### src/rtl/muldiv_pkg.sv
// rtl/muldiv_pkg.sv - shared types and constants for the M-extension divide group
package muldiv_pkg;

  localparam int XLEN_DEF = 32;

  typedef enum logic [1:0] {
    IDLE = 2'd0,
    RUN  = 2'd1,
    DONE = 2'd2
  } div_state_t;

  localparam logic [2:0] F3_DIV  = 3'b100;
  localparam logic [2:0] F3_DIVU = 3'b101;
  localparam logic [2:0] F3_REM  = 3'b110;
  localparam logic [2:0] F3_REMU = 3'b111;

  localparam logic [XLEN_DEF-1:0] DIV0_QUOT = '1;
  localparam logic [XLEN_DEF-1:0] OVF_QUOT  = {1'b1, {(XLEN_DEF-1){1'b0}}};

endpackage

### src/rtl/div_step.sv
// rtl/div_step.sv - single radix-2 restoring divide iteration (combinational)
module div_step #(
  parameter int XLEN = 32
) (
  input  logic [XLEN-1:0] rem,
  input  logic [XLEN-1:0] quo,
  input  logic [XLEN-1:0] divisor,
  output logic [XLEN-1:0] rem_next,
  output logic [XLEN-1:0] quo_next
);

  logic [XLEN:0]   rem_sh;
  logic [XLEN:0]   diff;
  logic [XLEN-1:0] quo_sh;

  // rem < divisor always holds, so the shifted value fits XLEN+1 bits and
  // the top bit of the difference is a reliable borrow flag.
  always_comb begin
    rem_sh = {rem, quo[XLEN-1]};
    quo_sh = {quo[XLEN-2:0], 1'b0};
    diff   = rem_sh - {1'b0, divisor};
    if (diff[XLEN]) begin
      rem_next = rem_sh[XLEN-1:0];
      quo_next = quo_sh;
    end else begin
      rem_next = diff[XLEN-1:0];
      quo_next = {quo_sh[XLEN-1:1], 1'b1};
    end
  end

endmodule

### src/rtl/div_sequencer.sv
// rtl/div_sequencer.sv - multi-cycle DIV/DIVU/REM/REMU controller for the execute stage
module div_sequencer
  import muldiv_pkg::*;
#(
  parameter int XLEN  = XLEN_DEF,
  parameter int CNT_W = $clog2(XLEN)
) (
  input  logic            clk,
  input  logic            rst,
  input  logic            start,
  input  logic [2:0]      funct3,
  input  logic [XLEN-1:0] op_a,
  input  logic [XLEN-1:0] op_b,
  input  logic            flush,
  output logic            stall,
  output logic            done,
  output logic [XLEN-1:0] result
);

  localparam logic [XLEN-1:0]  ALL_ONES = '1;
  localparam logic [XLEN-1:0]  MIN_NEG  = {1'b1, {(XLEN-1){1'b0}}};
  localparam logic [CNT_W-1:0] CNT_LAST = CNT_W'(XLEN - 1);

  div_state_t      state, state_nxt;
  logic [CNT_W-1:0] cnt;
  logic [XLEN-1:0] quo, rem, dvs;
  logic [XLEN-1:0] quo_n, rem_n;
  logic            sel_rem, neg_quo, neg_rem;
  logic            done_q;

  logic            go;
  logic            is_signed, a_neg, b_neg;
  logic            div_zero, overflow;
  logic [XLEN-1:0] mag_a, mag_b;
  logic [XLEN-1:0] quo_fix, rem_fix;

  // funct3[2] marks the divide half of the M group; anything else never starts.
  always_comb begin
    go        = start & ~flush & funct3[2];
    is_signed = ~funct3[0];
    a_neg     = is_signed & op_a[XLEN-1];
    b_neg     = is_signed & op_b[XLEN-1];
    div_zero  = (op_b == '0);
    overflow  = is_signed & (op_a == MIN_NEG) & (op_b == ALL_ONES);
    mag_a     = a_neg ? (~op_a + 1'b1) : op_a;
    mag_b     = b_neg ? (~op_b + 1'b1) : op_b;
    quo_fix   = neg_quo ? (~quo_n + 1'b1) : quo_n;
    rem_fix   = neg_rem ? (~rem_n + 1'b1) : rem_n;
  end

  div_step #(.XLEN(XLEN)) u_step (
    .rem      (rem),
    .quo      (quo),
    .divisor  (dvs),
    .rem_next (rem_n),
    .quo_next (quo_n)
  );

  always_comb begin
    state_nxt = state;
    stall     = 1'b0;
    case (state)
      IDLE: begin
        if (go) begin
          stall     = 1'b1;
          state_nxt = (div_zero | overflow) ? DONE : RUN;
        end
      end
      RUN: begin
        stall = 1'b1;
        if (flush)           state_nxt = IDLE;
        else if (cnt == '0)  state_nxt = DONE;
      end
      DONE:    state_nxt = IDLE;
      default: state_nxt = IDLE;
    endcase
  end

  always_ff @(posedge clk or posedge rst) begin
    if (rst) state <= IDLE;
    else     state <= state_nxt;
  end

  // Special cases write their final value directly; normal ops are sign-fixed
  // on the last iteration so the registered result is visible in DONE.
  always_ff @(posedge clk or posedge rst) begin
    if (rst) begin
      cnt     <= '0;
      quo     <= '0;
      rem     <= '0;
      dvs     <= '0;
      sel_rem <= 1'b0;
      neg_quo <= 1'b0;
      neg_rem <= 1'b0;
      done_q  <= 1'b0;
      result  <= '0;
    end else begin
      done_q <= 1'b0;
      case (state)
        IDLE: begin
          if (go) begin
            sel_rem <= funct3[1];
            neg_quo <= a_neg ^ b_neg;
            neg_rem <= a_neg;
            if (div_zero) begin
              result <= funct3[1] ? op_a : ALL_ONES;
              done_q <= 1'b1;
            end else if (overflow) begin
              result <= funct3[1] ? '0 : MIN_NEG;
              done_q <= 1'b1;
            end else begin
              quo <= mag_a;
              rem <= '0;
              dvs <= mag_b;
              cnt <= CNT_LAST;
            end
          end
        end
        RUN: begin
          if (!flush) begin
            quo <= quo_n;
            rem <= rem_n;
            if (cnt == '0) begin
              result <= sel_rem ? rem_fix : quo_fix;
              done_q <= 1'b1;
            end else begin
              cnt <= cnt - 1'b1;
            end
          end
        end
        default: ;
      endcase
    end
  end

  assign done = done_q & ~flush;

endmodule
### config.mk
export PLATFORM = sky130hd
export DESIGN_NAME = div_sequencer
export DESIGN_NICKNAME = d
export VERILOG_FILES = /design/src/rtl/muldiv_pkg.sv /design/src/rtl/div_step.sv /design/src/rtl/div_sequencer.sv
export SDC_FILE = /design/constraint.sdc
export NUM_CORES = 1
export LEC_CHECK = 0
export ABC_CLOCK_PERIOD_IN_PS = 15300
export BUFFER_PORTS_ARGS = -buffer_cell sky130_fd_sc_hd__buf_2
export CAP_MARGIN = 25
export CORE_MARGIN = 2
export CORE_UTILIZATION = 45
export DETAILED_ROUTE_END_ITERATION = 7
export PLACE_DENSITY = 0.62
export SYNTH_ARGS = -nofsm -noshare
export SYNTH_HDL_FRONTEND = slang
export SYNTH_SLANG_ARGS = --single-unit
### constraint.sdc
create_clock -name clk -period 15.3 [get_ports clk]
set_input_delay 3.06 -clock clk [delete_from_list [all_inputs] [get_ports clk]]
set_output_delay 3.06 -clock clk [all_outputs]
set_load 0.1 [all_outputs]
==> flow_summary_export.csv <==
group,metric,value,unit
synthesis,synth_most_common_cell,"nand2_1",
synthesis,avgSynthCellArea,7.81,um^2
synthesis,yosys-top-cells-area,"dfrtp_1, o21ai_0, nand2_1, a21oi_1, xor2_1",
timing,holdWs,508,ps
place,placed_cells,1891,
drt,dr.pass1.iters,6,
die,die_w,167,um
synthesis,synth_seq_area_share,29.1,%
die,start_util,45.8,%
clock_tree,clkSinkCount,139,
clock_tree,numCtsBuffers,17,
worst_setup_path,crit_fanout,3,
power_and_ir_drop,p_sw,559,uW
synthesis,ys_types,100,
final_layout,regArea,3480,um^2
timing,period_share,45.7,%
timing,period_minus_slack,6990,ps
place,pre_cts_slack,7950,ps
timing,slew_violations,0,
worst_setup_path,cp-end-kind,"primary output",
timing,finalSetupViolCount,0,
global_route,grt_overflow_total,0,
worst_setup_path,cp-start-kind,"input port",
synthesis,synth_area_leader_cell,"dfrtp_1",
timing,tightest_slew,854,ps
timing,skew,11.6,ps
timing,slew-limit-headroom,41.6,%
clock_tree,cts_root_buf,"clkbuf_16",
final_layout,antenna_cells,0,
timing,fmax,143,MHz
synthesis,async_flop_share,100,%
final_layout,area_growth_syn_to_layout,10.5,%
die,die_y,167,um
die,die-area,27900,um^2
outcome,status,"finished clean",
global_route,use_met1,36.5,%
power_and_ir_drop,finalPower,1.38,mW
power_and_ir_drop,ir_worst_vdd,0.0659,mV
worst_setup_path,r2r_slack,9080,ps
clock_tree,clk_latency,420,ps
drt,drc,0,
worst_setup_path,arrival,3930,ps
synthesis,synth_common_cells,"nand2_1, nor2_1, dfrtp_1, o21ai_0, a21oi_1",
final_layout,fillers,2581,
worst_setup_path,path_class,"input port to primary output",
synthesis,synth_top_area_share,29.1,%
global_route,grt_pass1_vias,10670,
power_and_ir_drop,combPwrFrac,37.3,%
drt,drtAntennaViolNets,0,
synthesis,ys.flop_type,"dfrtp_1",
flow_run,maxCapViolations,0,
timing,hold_violations,0,
drt,viasPerCell,6.08,
final_layout,multi_input_area,7840,um^2
synthesis,synth_edf_count,0,
global_route,busiest_layer,"met2",
place,globalplace.congestion,0.918,
final_layout,final_area,13200,um^2
global_route,grt.total_usage,25.8,%
global_route,antenna_found_initial,0,
synthesis,syn_inst,1530,
die,core_area,26100,um^2
timing,rsz0062_at_grt,"false",
power_and_ir_drop,powerDensity,105,nW/um^2
power_and_ir_drop,sequentialPowerShare,34.1,%
clock_tree,cts_max_level,4,
global_route,use_met2,41.3,%
clock_tree,ctsLongestPathBuffers,2,
clock_tree,cts_tree,"done",
place,placed_area,12600,um^2
synthesis,ys_ff_latch,139,
clock_tree,cts_resized,0,
global_route,grtUsageMet3,3.28,%
timing,fin_tns_setup,0,ps
synthesis,netlist_area,11900,um^2
final_layout,fin_cells,1924,
place,io_buffer_count,104,
global_route,grt_max_degree,86,
drt,wire_per_inst,19.0,um
synthesis,yosysWarnings,0,
clock_tree,clk_pin_slew,60,ps
drt,vias,11695,
power_and_ir_drop,p_sw_share,40.4,%
final_layout,postLayoutCoreUtil,50.7,%
power_and_ir_drop,p_int,825,uW
final_layout,layout.nets,1688,
clock_tree,cts_setup_buffers,0,
drt,drtIter0Drc,1100,
die,ios,105,
synthesis,synth_nets,1641,
clock_tree,cts_hold_buf,0,
worst_setup_path,crit_required,12240,ps
place,dpl.hpwl,27100,um
drt,routed_wl,36500,um
global_route,grt_pass1_wl,58200,um
die,row_count,59,
power_and_ir_drop,leakagePower,5.55,nW
timing,setup_ws,8310,ps
hold_path,hold_class,"flip-flop to flip-flop",
final_layout,drive_above_1_share,13.0,%
power_and_ir_drop,p_clk_share,28.6,%
[registers in the layout, indices dropped and copies added (netlist names)]
register and cells:
dvs 32, sel_rem 1, result 32, rem 32, neg_quo 1, neg_rem 1, cnt 5, done_q 1
quo 32, state 2
[critical path, cell delays in order]
cell	delay (ps)
buf_2	70
nand2_1	120
nor2_1	120
nor2_1	50
nor2_1	80
buf_2	430
[area by class of cell]
type | instances | share of cell area [%]
Multi-Input combinational cell | 1232 | 59.4
Sequential cell | 139 | 26.3
Timing Repair Buffer | 121 | 5.03
Clock buffer | 19 | 3.35
Tap cell | 335 | 3.17
Inverter | 66 | 1.95
Clock inverter | 12 | 0.758
[kinds of logic after synthesis]
kind of cell | Yosys count | synth area share, %
AOI/OAI and AO/OA | 508 | 27.6
muxes | 41 | 3.73
buffers and inverters | 159 | 5.51
DFF | 139 | 29.1
xor gates and xnor gates | 123 | 9.17
adders and majority gates | 40 | 4.25
and+or+nand+nor | 520 | 20.7
[placed cells by master, fill, tap and decap left out, types with 6 or more instances in the layout]
master / n
and2_1: 6
ha_1: 39
mux2i_1: 30
o211ai_1: 12
nand2_1: 182
and3_1: 11
o22ai_1: 35
o31a_1: 6
nor2_1: 148
buf_4: 15
or3_1: 20
dfrtp_1: 139
mux2_2: 6
inv_1: 63
nor2b_1: 8
o41ai_1: 13
o21ai_1: 17
o21ai_0: 139
or2_2: 6
clkinv_2: 6
a31oi_1: 22
a21o_1: 6
clkbuf_16: 17
or4_1: 13
o31ai_1: 23
buf_2: 104
nand2b_1: 12
nand4_1: 20
nor3_1: 32
a21oi_1: 130
nand3_1: 20
nor4_1: 11
xor2_1: 67
a211oi_1: 15
o21a_1: 9
xnor2_1: 55
[power by group through the flow]
stage | registers (mW) | clock network [mW] | logic [mW]
global placement | 0.476 | 0 | 0.506
global route | 0.478 | 0.415 | 0.573
CTS | 0.470 | 0.401 | 0.514
detailed placement | 0.477 | 0 | 0.510
floorplan | 0.501 | 0 | 0.357
finish | 0.472 | 0.396 | 0.517
[final timing paths]
check	from	cells past startpoint	to
max	funct3[2]	6	stall
min	result[15]	1	result[15]
max reg2reg	quo[31]	19	result[22]
min reg2reg	result[15]	1	result[15]
max in group asynchronous	rst	3	rem[6]
min in group asynchronous	rst	2	quo[25]
[per-layer routing]
metal	vias up	share of wire [%]
met4	0	2.6
met5	-	0
met1	5570	45
met3	61	6.0
li1	5663	-
met2	401	46
(Power assumes the default switching activity.)
